--- src/rtl/fifo_arb_pkg.sv ---
// Shared types and helpers for the FIFO write-port arbiter family.
// Contents: arbiter state enum, beat counter width, round-robin index step.
// No logic of its own; imported by the arbiter top and its picker.
package fifo_arb_pkg;

    // IDLE : no owner, waiting for a request with FIFO space
    // BURST: an owner holds the port for up to MAX_BURST beats
    // ERR  : protocol error seen, granting halted until err_clr
    typedef enum logic [1:0] {
        IDLE  = 2'd0,
        BURST = 2'd1,
        ERR   = 2'd2
    } arb_state_t;

    // Wide enough for MAX_BURST up to 15.
    localparam int BEAT_W = 4;

    // Next index after idx, wrapping modulo n.
    function automatic int rr_next(input int idx, input int n);
        if (idx + 1 >= n) begin
            return 0;
        end
        return idx + 1;
    endfunction

endpackage

--- src/rtl/rr_pick.sv ---
// Round-robin priority picker: first set bit of req at or after ptr, wrapping.
// Latency: purely combinational.
// Backpressure: none; the caller decides whether the pick is used.
//
// Ports:
//   req  - request vector
//   ptr  - index with highest priority this cycle
//   gnt  - one-hot winner (zero if no request)
//   idx  - winner index (zero if no request)
//   any  - at least one request present
module rr_pick #(
    parameter int N  = 4,
    parameter int IW = (N > 1) ? $clog2(N) : 1
) (
    input  logic [N-1:0]  req,
    input  logic [IW-1:0] ptr,
    output logic [N-1:0]  gnt,
    output logic [IW-1:0] idx,
    output logic          any
);

    logic [IW-1:0] cand;

    // Walk the requesters in priority order starting at ptr; the first
    // one found wins and later candidates are ignored.
    always_comb begin
        gnt  = '0;
        idx  = '0;
        any  = 1'b0;
        cand = '0;
        for (int k = 0; k < N; k++) begin
            cand = IW'((int'(ptr) + k) % N);
            if (!any && req[cand]) begin
                any       = 1'b1;
                gnt[cand] = 1'b1;
                idx       = cand;
            end
        end
    end

endmodule

--- src/rtl/fifo_wr_arbiter.sv ---
// Shares one synchronous-FIFO write port among NUM_REQ producers, round-robin with bounded bursts.
// Latency: gnt is combinational; the granted beat appears on fifo_wr_en/fifo_data_in one cycle later.
// Backpressure: no grant while the FIFO is full or about to fill; stalls keep ownership and beat count.
//
// Ports:
//   clk, rst           - clock, synchronous active-high reset
//   req, req_data      - per-producer request and data (slice i belongs to req[i])
//   gnt                - one-hot grant, data slice is consumed at this edge
//   fifo_wr_en/data_in - registered FIFO write
//   fifo_full/almostfull/wr_ack/overflow - FIFO status and responses
//   err_clr            - clears sticky errors, leaves ERR
//   owner              - current/last granted producer
//   err_ack_missing, err_overflow - sticky protocol error flags
module fifo_wr_arbiter
    import fifo_arb_pkg::*;
#(
    parameter int NUM_REQ   = 4,
    parameter int DATA_W    = 16,
    parameter int MAX_BURST = 4,
    localparam int IW       = (NUM_REQ > 1) ? $clog2(NUM_REQ) : 1
) (
    input  logic                      clk,
    input  logic                      rst,
    input  logic [NUM_REQ-1:0]        req,
    input  logic [NUM_REQ*DATA_W-1:0] req_data,
    output logic [NUM_REQ-1:0]        gnt,
    output logic                      fifo_wr_en,
    output logic [DATA_W-1:0]         fifo_data_in,
    input  logic                      fifo_full,
    input  logic                      fifo_almostfull,
    input  logic                      fifo_wr_ack,
    input  logic                      fifo_overflow,
    input  logic                      err_clr,
    output logic [IW-1:0]             owner,
    output logic                      err_ack_missing,
    output logic                      err_overflow
);

    arb_state_t        state_q, state_d;
    logic [IW-1:0]     ptr_q, ptr_d;
    logic [IW-1:0]     owner_d;
    logic [BEAT_W-1:0] beat_q, beat_d;
    logic              wen_prev_q;

    logic              space_ok;
    logic              ack_fail;
    logic              err_now;
    logic [IW-1:0]     rot_ptr;
    logic [IW-1:0]     pick_ptr;
    logic [NUM_REQ-1:0] pick_gnt;
    logic [IW-1:0]     pick_idx;
    logic              pick_any;
    logic [DATA_W-1:0] wdata;

    // A write already registered this cycle lands in the FIFO at the next
    // edge, so almostfull plus an in-flight write means no room for another.
    assign space_ok = !fifo_full && !(fifo_wr_en && fifo_almostfull);

    // Every write must be acknowledged exactly one cycle after it was issued.
    assign ack_fail = wen_prev_q && !fifo_wr_ack;
    assign err_now  = ack_fail || fifo_overflow;

    // In BURST the picker only matters when ownership is handed over, and
    // then priority starts just after the current owner, which leaves the
    // owner last in line: it wins again only if nobody else is asking.
    assign rot_ptr  = IW'(rr_next(int'(owner), NUM_REQ));
    assign pick_ptr = (state_q == BURST) ? rot_ptr : ptr_q;

    rr_pick #(
        .N  (NUM_REQ),
        .IW (IW)
    ) u_pick (
        .req (req),
        .ptr (pick_ptr),
        .gnt (pick_gnt),
        .idx (pick_idx),
        .any (pick_any)
    );

    always_ff @(posedge clk) begin
        if (rst) begin
            state_q <= IDLE;
        end else begin
            state_q <= state_d;
        end
    end

    always_comb begin
        state_d = state_q;
        ptr_d   = ptr_q;
        owner_d = owner;
        beat_d  = beat_q;
        gnt     = '0;

        case (state_q)
            IDLE: begin
                if (space_ok && pick_any) begin
                    gnt     = pick_gnt;
                    owner_d = pick_idx;
                    beat_d  = BEAT_W'(1);
                    state_d = BURST;
                end
            end

            BURST: begin
                // Without space everything freezes, including the beat count.
                if (space_ok) begin
                    if (req[owner] && (beat_q < BEAT_W'(MAX_BURST))) begin
                        gnt[owner] = 1'b1;
                        beat_d     = beat_q + BEAT_W'(1);
                    end else begin
                        ptr_d = rot_ptr;
                        if (pick_any) begin
                            gnt     = pick_gnt;
                            owner_d = pick_idx;
                            beat_d  = BEAT_W'(1);
                        end else begin
                            beat_d  = '0;
                            state_d = IDLE;
                        end
                    end
                end
            end

            ERR: begin
                if (err_clr) begin
                    state_d = IDLE;
                end
            end

            default: begin
                state_d = IDLE;
            end
        endcase

        // A fresh error cancels any grant decided above and freezes the
        // arbitration state; it also overrides a simultaneous err_clr.
        if (err_now) begin
            gnt     = '0;
            ptr_d   = ptr_q;
            owner_d = owner;
            beat_d  = beat_q;
            state_d = ERR;
        end

        if (rst) begin
            gnt = '0;
        end
    end

    // Every grant path sets owner_d to the granted index, so it selects
    // the data slice to register.
    always_comb begin
        wdata = '0;
        for (int i = 0; i < NUM_REQ; i++) begin
            if (owner_d == IW'(i)) begin
                wdata = req_data[i*DATA_W +: DATA_W];
            end
        end
    end

    always_ff @(posedge clk) begin
        if (rst) begin
            ptr_q           <= '0;
            owner           <= '0;
            beat_q          <= '0;
            fifo_wr_en      <= 1'b0;
            fifo_data_in    <= '0;
            wen_prev_q      <= 1'b0;
            err_ack_missing <= 1'b0;
            err_overflow    <= 1'b0;
        end else begin
            ptr_q      <= ptr_d;
            owner      <= owner_d;
            beat_q     <= beat_d;
            fifo_wr_en <= |gnt;
            if (|gnt) begin
                fifo_data_in <= wdata;
            end
            wen_prev_q <= fifo_wr_en;

            if (err_now) begin
                if (ack_fail) begin
                    err_ack_missing <= 1'b1;
                end
                if (fifo_overflow) begin
                    err_overflow <= 1'b1;
                end
            end else if ((state_q == ERR) && err_clr) begin
                err_ack_missing <= 1'b0;
                err_overflow    <= 1'b0;
            end
        end
    end

endmodule

--- config.mk ---
export PLATFORM = sky130hd
export DESIGN_NAME = fifo_wr_arbiter
export DESIGN_NICKNAME = d
export VERILOG_FILES = /design/src/rtl/fifo_arb_pkg.sv /design/src/rtl/rr_pick.sv /design/src/rtl/fifo_wr_arbiter.sv
export SDC_FILE = /design/constraint.sdc
export NUM_CORES = 1
export LEC_CHECK = 0
export BUFFER_PORTS_ARGS = -buffer_cell sky130_fd_sc_hd__buf_2
export CAP_MARGIN = 40
export CORE_MARGIN = 4
export CORE_UTILIZATION = 40
export CTS_CLUSTER_SIZE = 30
export DETAILED_ROUTE_END_ITERATION = 7
export GPL_TIMING_DRIVEN = 0
export PLACE_DENSITY = 0.8
export REMOVE_ABC_BUFFERS = 1
export SYNTH_ARGS = -nofsm -noshare
export SYNTH_HDL_FRONTEND = slang
export SYNTH_SLANG_ARGS = --single-unit
--- constraint.sdc ---
create_clock -name clk -period 3.27 [get_ports clk]
set_input_delay 0.1635 -clock clk [delete_from_list [all_inputs] [get_ports clk]]
set_output_delay 0.1635 -clock clk [all_outputs]
set_load 0.01 [all_outputs]
==> metrics.csv, run 1 <==
metric;value;unit
slew_headroom;0.2944;
layout.nets;496;
drcViolationCount;0;
die_h;86.88;µm
fin_crit;3.153;ns
grt_max_degree;31;
vias;2647;
drv_cap;0;
worstSetupPathType;register to register;
initial_core_util;0.4154;
clock-root-buffer;clkbuf_8;
period_share;0.9641;
leakagePower;1.622;nW
cts_tree;yes;
finalWirelength;7646;µm
cts_inserted_buffers;5;
wl_per_cell;15.83;µm
power;0.001188;W
worst_hold_path_type;primary input to register;
fp-row-count;28;
antenna_found_initial;0;
syn_to_final_growth;44.54;%
clk_transition_reported_paths;0.07;ns
async_flop_share;0;
synthCells;288;
r2r_setup_slack;0.12;ns
yosysWarnings;0;
setup_viol;0;
grt_pass1_vias;2660;
cts_max_level;2;
stdcell_area;3597;µm²
io_buffer_count;99;
endpoint_kind;register;
hold_viol;0;
grt_overflow;0;
nFillCells;501;
clkLatencyLatePin;0.28;ns
switching_power;0.0003707;W
yosysSeqAreaShare;0.2413;
ir_drop;0.2530;mV
synth-edff-count;0;
clock-sinks;30;
power_frac_clock;0.316;
critPathMaxFanout;10;
diodes;0;
synthFlopType;dfxtp_1;
die_x;86.88;µm
netlist_area;2489;µm²
drtIter0Drc;102;
swShare;0.3121;
ys_ff_latch;30;
slew_viol_final;0;
drive_gt1_frac;0.4926;
synth_cell_type_count;55;
max_freq;317.2;MHz
start_kind;register;
syn-mean-instance-area;8.641;µm²
antenna_left;0;
viasPerCell;5.480;
dp_hpwl;5014;µm
grtUsageTotal;0.1983;
cts_max_path_buffers;2;
power.internal;0.0008169;W
gp_congestion;0.8331;
clock-skew-final;0.004221;ns
drt-pass1-iter-count;4;
dieArea;7547;µm²
postCtsHoldBufs;0;
core;5991;µm²
combPwrFrac;0.342;
worstMarginPinSlew;1.049;ns
status;completed;
p_seq_frac;0.342;
arrival;3.31;ns
io_pins;100;
power_density;330.1;nW/µm²
place_area;2979;µm²
required;3.43;ns
grt_pass1_wl;12190;µm
## registers in the layout, indices dropped and copies added, names as in the netlist
name and flops:
fifo_data_in 16, fifo_wr_en 1, err_overflow 1, ptr_q 2, owner 2, wen_prev_q 1
beat_q 4, err_ack_missing 1, state_q 2
## per-layer routing
layer,GRT usage,share of wire,vias to the layer above
met4,0.06374,0.017,0
met3,0.04257,0.071,14
met1,0.2380,0.40,1224
li1,-,-,1297
met2,0.3499,0.51,112
met5,0,0,-
## critical path, cell delays in order, from the launching register on
cell,delay (ns)
dfxtp_4,0.38
ha_4,0.17
nor4b_4,0.29
a21oi_4,0.11
ha_4,0.33
mux4_2,0.37
or3b_1,0.38
nand4_1,0.20
a21oi_2,0.10
nor2_4,0.18
nor4_4,0.04
buf_4,0.16
buf_8,0.14
mux2i_1,0.14
nor2_1,0.05
## Yosys cell counts, types with 2 or more instances
cell type | instances | area, µm²
nand2_1 | 28 | 105.1
nand4_1 | 2 | 12.51
nand3_1 | 7 | 35.03
mux4_2 | 4 | 90.09
mux2_2 | 15 | 168.9
buf_6 | 4 | 45.04
nand3b_1 | 15 | 112.6
nor2_1 | 15 | 56.30
mux2i_1 | 21 | 210.2
a21oi_1 | 13 | 65.06
buf_2 | 6 | 30.03
nor2b_1 | 5 | 31.28
o22ai_1 | 2 | 12.51
inv_1 | 9 | 33.78
a211oi_1 | 6 | 45.04
buf_4 | 2 | 15.01
nand2b_1 | 4 | 25.02
nor4_1 | 3 | 18.77
o21a_1 | 2 | 15.01
nor3_1 | 4 | 20.02
dfxtp_1 | 30 | 600.6
or3_1 | 3 | 18.77
ha_1 | 14 | 175.2
clkbuf_1 | 8 | 30.03
o21ai_1 | 14 | 70.07
o2111ai_1 | 2 | 17.52
inv_2 | 2 | 7.510
o21ai_0 | 21 | 105.1
## cell families after synthesis
| group | count (synthesis) | share of synthesized area |
|---|---|---|
| buf+inv | 33 | 0.06837 |
| fa+ha+maj | 14 | 0.07039 |
| mux | 43 | 0.2127 |
| simple gates | 96 | 0.2202 |
| compound gates | 72 | 0.1870 |
| flops | 30 | 0.2413 |
## path summary, 6_finish.rpt
check / end / start / cells past startpoint
max: fifo_data_in[13]$_SDFFE_PP0P_ / owner[0]$_SDFF_PP0_ / 14
min: err_overflow$_SDFFE_PP0P_ / fifo_overflow / 2
max reg2reg: fifo_data_in[13]$_SDFFE_PP0P_ / owner[0]$_SDFF_PP0_ / 14
min reg2reg: err_overflow$_SDFFE_PP0P_ / err_overflow$_SDFFE_PP0P_ / 1
## cell type report
type                            instances  area [µm²]  area share
Multi-Input combinational cell        227        1939      0.5391
Timing Repair Buffer                  131       784.5      0.2181
Sequential cell                        30       613.1      0.1704
Tap cell                               75       93.84     0.02609
Clock buffer                            5       68.82     0.01913
Inverter                               12       52.55     0.01461
Clock inverter                          3       45.04     0.01252
## placed cells by master, fill, tap and decap left out, types with 2 or more instances in the layout
master / count
buf_6: 3
mux2i_1: 20
dfxtp_4: 3
nand3b_1: 15
clkinvlp_4: 2
a31oi_4: 2
a21oi_2: 7
nor4_1: 2
buf_12: 3
or3_1: 3
ha_4: 3
nand4_1: 2
a211oi_1: 5
nor3_1: 4
buf_2: 101
nand3_1: 6
dfxtp_1: 26
mux4_2: 5
nor2_1: 13
ha_1: 11
o21ai_0: 15
nand2_1: 28
mux2_2: 15
o21a_1: 2
a21oi_1: 6
o21ai_1: 19
nor2_2: 2
buf_4: 22
nand2b_1: 4
inv_1: 9
clkbuf_8: 5
nor2b_1: 5
## power groups by stage
| stage | combinational, W | clock [W] | sequential [W] |
|---|---|---|---|
| floorplan | 0.000191 | 0 | 0.000420 |
| global placement | 0.000303 | 0 | 0.000413 |
| CTS | 0.000366 | 0.000383 | 0.000406 |
| global route | 0.000444 | 0.000395 | 0.000409 |
| finish | 0.000406 | 0.000376 | 0.000406 |
| detailed placement | 0.000315 | 0 | 0.000414 |
## stage by stage
step	hold WS, ns	cells	worst slack [ns]	util	setup TNS (ns)
final	0.09503	483	0.1174	0.6005	0
after global routing	0.1004	483	-0.04724	0.6005	-0.1383
after CTS	0.08685	474	0.01943	0.5641	0
after detailed placement	0.3871	443	-0.8307	0.4973	-15.01
after global placement	0.3782	441	-1.088	0.4929	-19.92
after floorplan	0.2326	267	-0.5930	-	-9.670
## timing repair
action / CTS / global route
buffers inserted: 20 / 9
gates cloned: 3 / 0
gates resized for setup: 20 / 38
pin swaps: 8 / 16
endpoints found under the setup margin: 22 / 21
(Power assumes the default switching activity.)
==> run 2, diff against run 1 <==
- CTS_BUF_LIST: not set -> sky130_fd_sc_hd__clkbuf_4
- SLEW_MARGIN: not set -> 20
==> run 2 against run 1 <==
Effect of this change:
- sequential power barely moved
- largest cell class unchanged
- first-iteration DRC count increased by 23%
- cell area increased by 2.1%
- register-to-register slack about the same
- critical path depth decreased by 2
- global-route usage increased by 1.3 points
- routed wire length grew 7.5%
- combinational power up 6.7%
- non-clock buffer count is 10 higher
- setup slack lost 0.0088 ns
- clock power fell by 20%
- clock-buffer cell count unchanged
==> metrics.csv, run 2 (synthesis results as in run 1) <==
metric;value;unit
wl_per_cell;16.65;µm
layout_common_cells;buf_2, buf_4, nand2_1, dfxtp_1, mux2i_1;
required;3.48;ns
fin_crit;3.161;ns
gp_congestion;0.8331;
dieArea;7547;µm²
power_frac_clock;0.264;
die_x;86.88;µm
cts_tree;yes;
cp-endpoint;fifo_data_in[13]$_SDFFE_PP0P_;
io_pins;100;
syn_to_final_growth;47.51;%
viasPerCell;5.547;
grtUsageTotal;0.2116;
worstSetupPathType;register to register;
io_buffer_count;99;
period_share;0.9668;
fp-row-count;28;
finalWirelength;8223;µm
layout.nets;507;
slowest_delay;0.58;ns
drtIter0Drc;125;
worst_hold_path_type;primary input to register;
hold_viol;0;
route.met3.wl;552;µm
arrival;3.38;ns
critPathMaxFanout;7;
drt-pass1-iter-count;4;
ir_drop;0.2584;mV
fin_setup_tns;0;ns
combPwrFrac;0.380;
power.internal;0.0007659;W
reg2reg_depth;12;
clock-root-buffer;clkbuf_4;
nFillCells;510;
final_util;0.6128;
dp_hpwl;4892;µm
cts_max_path_buffers;2;
crit-reg2reg-capture;fifo_data_in[13]$_SDFFE_PP0P_;
wl_met2;4284;µm
antenna_left;0;
leakagePower;1.658;nW
max_freq;316.3;MHz
grt_overflow;0;
startpoint;owner[1]$_SDFF_PP0_;
rsz0062_at_grt;true;
clkLatencyLatePin;0.33;ns
status;completed;
start_kind;register;
slew_viol_final;0;
grt_pass1_wl;12770;µm
r2r_setup_slack;0.11;ns
final_common_cell;buf_2;
clk_transition_reported_paths;0.11;ns
setup_viol;0;
die_h;86.88;µm
slew_headroom;0.4988;
p_seq_frac;0.356;
power_density;310.3;nW/µm²
diodes;0;
endpoint_kind;register;
routedLengthMet1;3275;µm
top_layer_used;met4;
cts_max_level;2;
crit_path_frequent_cell;buf_6;
switching_power;0.0003734;W
grt_max_degree;31;
largestRegisters;fifo_data_in (16), beat_q (4);
largest-register;fifo_data_in;
vias;2740;
grt_pass1_vias;2732;
antenna_found_initial;0;
drive_gt1_frac;0.5036;
clock-skew-final;0.01446;ns
initial_core_util;0.4154;
drcViolationCount;0;
postCtsHoldBufs;0;
core;5991;µm²
clock-sinks;30;
power;0.001139;W
cts_inserted_buffers;5;
swShare;0.3277;
cpMaxStageDelayCell;mux4_2;
r2r-start;owner[1]$_SDFF_PP0_;
hold_start;fifo_overflow;
largest_register_ffs;16;
crit_path_cell_trace;ha_4 -> nor4b_4 -> a21oi_4 -> clkinv_4 -> mux4_2 -> buf_6 -> nand4b_1 -> a32o_2 -> nor4_4 -> buf_6 -> mux2i_1 -> nor2_1;
worstMarginPinSlew;0.7455;ns
drv_cap;0;
-- run 2: worst min path at each step --
stage | to | cells after the start
global placement | err_overflow$_SDFFE_PP0P_ | 2
finish | err_overflow$_SDFFE_PP0P_ | 2
floorplan | beat_q[1]$_SDFFE_PP0P_ | 1
CTS | err_overflow$_SDFFE_PP0P_ | 2
global route | err_overflow$_SDFFE_PP0P_ | 2
detailed placement | err_overflow$_SDFFE_PP0P_ | 2
-- run 2: final cells by class --
cell class,instances,area [µm²],share of cell area
Multi-Input combinational cell,228,1958,0.5334
Timing Repair Buffer,141,870.8,0.2372
Sequential cell,30,613.1,0.1670
Tap cell,75,93.84,0.02556
Inverter,12,52.55,0.01431
Clock inverter,3,45.04,0.01227
Clock buffer,5,37.54,0.01022
-- run 2: what timing repair did --
action,4_1_cts,5_1_grt
resized for setup,24,30
pin swaps,9,16
endpoints found under the setup margin,23,22
gates cloned,3,1
buffers inserted,22,18
-- run 2: worst max-delay path: cells and delay by family (launching register included) --
kind | cells | cell delay, ns
AND/OR/NAND/NOR | 4 | 0.88
multiplexers | 2 | 0.76
AO/OA/AOI/OAI | 2 | 0.43
buffers and inverters | 3 | 0.41
flip-flops | 1 | 0.39
adder cells (fa/ha/maj) | 1 | 0.17
-- run 2: stage by stage --
step                setup WS [ns]  area [µm²]  instances  hold WS, ns
CTS                      0.007471        3378        475      0.01480
detailed placement        -0.8349        2965        442       0.3833
finish                     0.1085        3671        494      0.03880
floorplan                 -0.5930        2364        267       0.2326
global placement           -1.088        2953        441       0.3782
global route             -0.05572        3671        494      0.01333
-- run 2: power groups by stage --
| stage | clock network [W] | registers, W | logic (W) |
|---|---|---|---|
| finish | 0.000300 | 0.000406 | 0.000433 |
| CTS | 0.000311 | 0.000405 | 0.000376 |
| floorplan | 0 | 0.000420 | 0.000191 |
| detailed placement | 0 | 0.000414 | 0.000311 |
| global placement | 0 | 0.000413 | 0.000303 |
| global route | 0.000330 | 0.000409 | 0.000470 |
-- run 2: per-layer routing --
layer / vias to the layer above / global-route usage
met3: 14 / 0.04730
met4: 0 / 0.07790
met2: 118 / 0.3741
met1: 1282 / 0.2480
li1: 1326 / -
met5: - / 0
==> run 3, diff against run 2 <==
- PLACE_DENSITY: 0.8 -> 0.79
- SYNTH_HIERARCHICAL: not set -> 1
==> run 3 against run 2 <==
Effect of this change:
- the run now ends with setup timing left
- hold slack improved by 0.044 ns
- fmax decreased by 12%
- register-to-register slack got worse by 0.43 ns
- clock skew decreased by 0.0050 ns
- sequential share of layout area increased by 0.13 points
- via count decreased by 8.4%
- cell area decreased by 0.34%
- global-route usage decreased by 3.8 points
- cell count decreased by 7.3%
- die area increased by 2.3%
- critical path type unchanged
- critical endpoint is now fifo_data_in[12]$_SDFFE_PP0P_
- largest cell class unchanged
- highest routed layer unchanged
==> metrics.csv, run 3 <==
metric;value;unit
status;finished, violations left;
power_density;285.3;nW/µm²
core;6061;µm²
synthFlopType;dfxtp_1;
hold_start;fifo_overflow;
layout.nets;468;
initial_core_util;0.4211;
fin_crit;3.592;ns
drt-pass1-iter-count;4;
viasPerCell;5.483;
cts_inserted_buffers;5;
wl_per_cell;16.37;µm
crit_path_cell_trace;inv_4 -> ha_4 -> mux2_4 -> inv_4 -> ha_4 -> mux4_2 -> buf_6 -> nor4_4 -> nor2_1 -> a32o_2 -> a311oi_4 -> buf_8 -> buf_12 -> mux2i_1 -> mux2_4 -> mux2i_1;
dp_hpwl;4718;µm
clock-root-buffer;clkbuf_4;
crit-reg2reg-capture;fifo_data_in[12]$_SDFFE_PP0P_;
grt_pass1_vias;2345;
synthMostInstantiatedCell;mux2i_1;
clock-sinks;30;
die_h;87.88;µm
worst_slack;-0.3217;ns
critPathMaxFanout;6;
endpoint_kind;register;
clock-skew-final;0.009484;ns
worst_hold_path_type;primary input to register;
slowest_delay;0.40;ns
yosysWarnings;6;
syn-mean-instance-area;10.01;µm²
cpMaxStageDelayCell;dfxtp_4;
period_share;1.098;
async_flop_share;0;
crit_buf_inv;5;
syn_to_final_growth;43.33;%
largest_register_ffs;16;
finalWirelength;7496;µm
arrival;3.85;ns
cts_max_path_buffers;2;
drtIter0Drc;139;
clk_transition_reported_paths;0.10;ns
ys_ff_latch;30;
largestRegisters;fifo_data_in (16), beat_q (4);
start_kind;register;
antenna_found_initial;0;
largest-register;fifo_data_in;
leakagePower;1.799;nW
synth.area.top_cells;dfxtp_1, mux2i_1, mux2_2;
final_common_cell;buf_2;
setup_viol;18;
fp-row-count;28;
hold-path-endpoint;err_overflow$_SDFFE_PP0P_;
drv_cap;0;
gp_congestion;0.8062;
worstMarginPinSlew;0.5733;ns
nFillCells;492;
io_pins;100;
yosysSeqAreaShare;0.2353;
synthCells;255;
synth_cell_type_count;53;
layout_common_cells;buf_2, mux2i_1, dfxtp_1, buf_4;
ir_drop;0.1362;mV
yosysTopAreaCellShare;0.2353;
max_freq;278.4;MHz
yosysTopAreaCell;dfxtp_1;
routedLengthMet1;3005;µm
slew_viol_final;0;
cp_top_family;multiplexers;
rsz0062_at_grt;true;
io_buffer_count;99;
netlist_area;2552;µm²
dieArea;7723;µm²
multi_input_area;1961;µm²
grt_pass1_wl;10690;µm
antenna_left;0;
diodes;0;
grt_overflow;0;
clkLatencyLatePin;0.33;ns
hold_depth;2;
fin_setup_tns;-4.634;ns
die_x;87.88;µm
grt_max_degree;29;
slew_headroom;0.6149;
cts_tree;yes;
required;3.53;ns
wl_met2;3703;µm
worstSetupPathType;register to register;
drive_gt1_frac;0.5509;
vias;2511;
r2r-start;owner[0]$_SDFF_PP0_;
reg2reg_depth;16;
placedCellCount;417;
final-instance-count-excl-fill;458;
route.met3.wl;562;µm
drcViolationCount;0;
hold_viol;0;
cts_max_level;2;
grtUsageTotal;0.1735;
failed_checks;setup timing;
synth_top_cells_by_count;mux2i_1, dfxtp_1, mux2_2, nand2b_1, nor2_1;
startpoint;owner[0]$_SDFF_PP0_;
regArea;615.6;µm²
r2r_setup_slack;-0.32;ns
top_layer_used;met4;
synth-edff-count;0;
## run 3: metal layers
metal	track usage	vias up
li1	-	1206
met1	0.1985	1155
met2	0.3034	125
met3	0.04892	25
met4	0.06974	0
met5	0	-
## run 3: worst max path at each step
stage | to | slack, ns | depth (start not counted)
2_1_floorplan | fifo_data_in[13]$_SDFFE_PP0P_ | -1.52 | 13
3_5_place_dp | fifo_data_in[12]$_SDFFE_PP0P_ | -1.62 | 15
5_1_grt | fifo_data_in[12]$_SDFFE_PP0P_ | -0.40 | 16
6_report | fifo_data_in[12]$_SDFFE_PP0P_ | -0.32 | 16
4_1_cts | fifo_data_in[4]$_SDFFE_PP0P_ | -0.06 | 16
3_3_place_gp | fifo_data_in[12]$_SDFFE_PP0P_ | -2.17 | 13
## run 3: worst register-to-register path: cells and delay by family, from the launching register on
family	cells	cell delay, ns
flip-flops	1	0.40
AO/OA/AOI/OAI	2	0.62
adder cells (fa/ha/maj)	2	0.45
AND/OR/NAND/NOR	2	0.28
buffers and inverters	5	0.61
multiplexers	5	1.15
## run 3: power by group
group / leakage, nW / internal [W] / switching [W]
sequential: 0.247 / 0.000383 / 0.0000142
clock: 0.0331 / 0.0000890 / 0.000135
combinational: 1.52 / 0.000231 / 0.000191
total: 1.80 / 0.000703 / 0.000340
## run 3: logic make-up after synthesis
group | after synthesis | share of synthesized area
buffers and inverters | 21 | 0.05637
AOI/OAI and AO/OA | 46 | 0.1446
adders and majority gates | 11 | 0.05392
and+or+nand+nor | 70 | 0.1642
muxes | 77 | 0.3456
DFF | 30 | 0.2353
## run 3: cell type report
cell class | instances | share of cell area
flip-flops and latches | 30 | 0.1683
well taps | 75 | 0.02565
repair buffers | 134 | 0.2462
clock buffers | 6 | 0.01231
clock inverters | 2 | 0.002394
inverters | 7 | 0.009234
multi-input cells | 204 | 0.5359
## run 3: what timing repair did
item | in CTS | in global routing
endpoints found under the hold margin | 0 | 0
gates cloned | 1 | 3
setup endpoints to repair | 28 | 21
hold buffers | 0 | 0
pin swaps | 6 | 9
resized for setup | 38 | 32
setup buffers | 16 | 13
## run 3: metrics by stage
step            power, W    util  area, µm²  setup WS [ns]  hold WS (ns)
2_1_floorplan  0.0006145       -       2435         -1.519        0.2326
4_1_cts        0.0009915  0.5590       3388       -0.05910       0.07393
3_5_place_dp   0.0007215  0.5033       3050         -1.625        0.4300
5_1_grt         0.001100  0.6036       3659        -0.4044        0.1017
6_report        0.001044  0.6036       3659        -0.3217       0.08317
3_3_place_gp   0.0007094  0.4990       3024         -2.169        0.4219
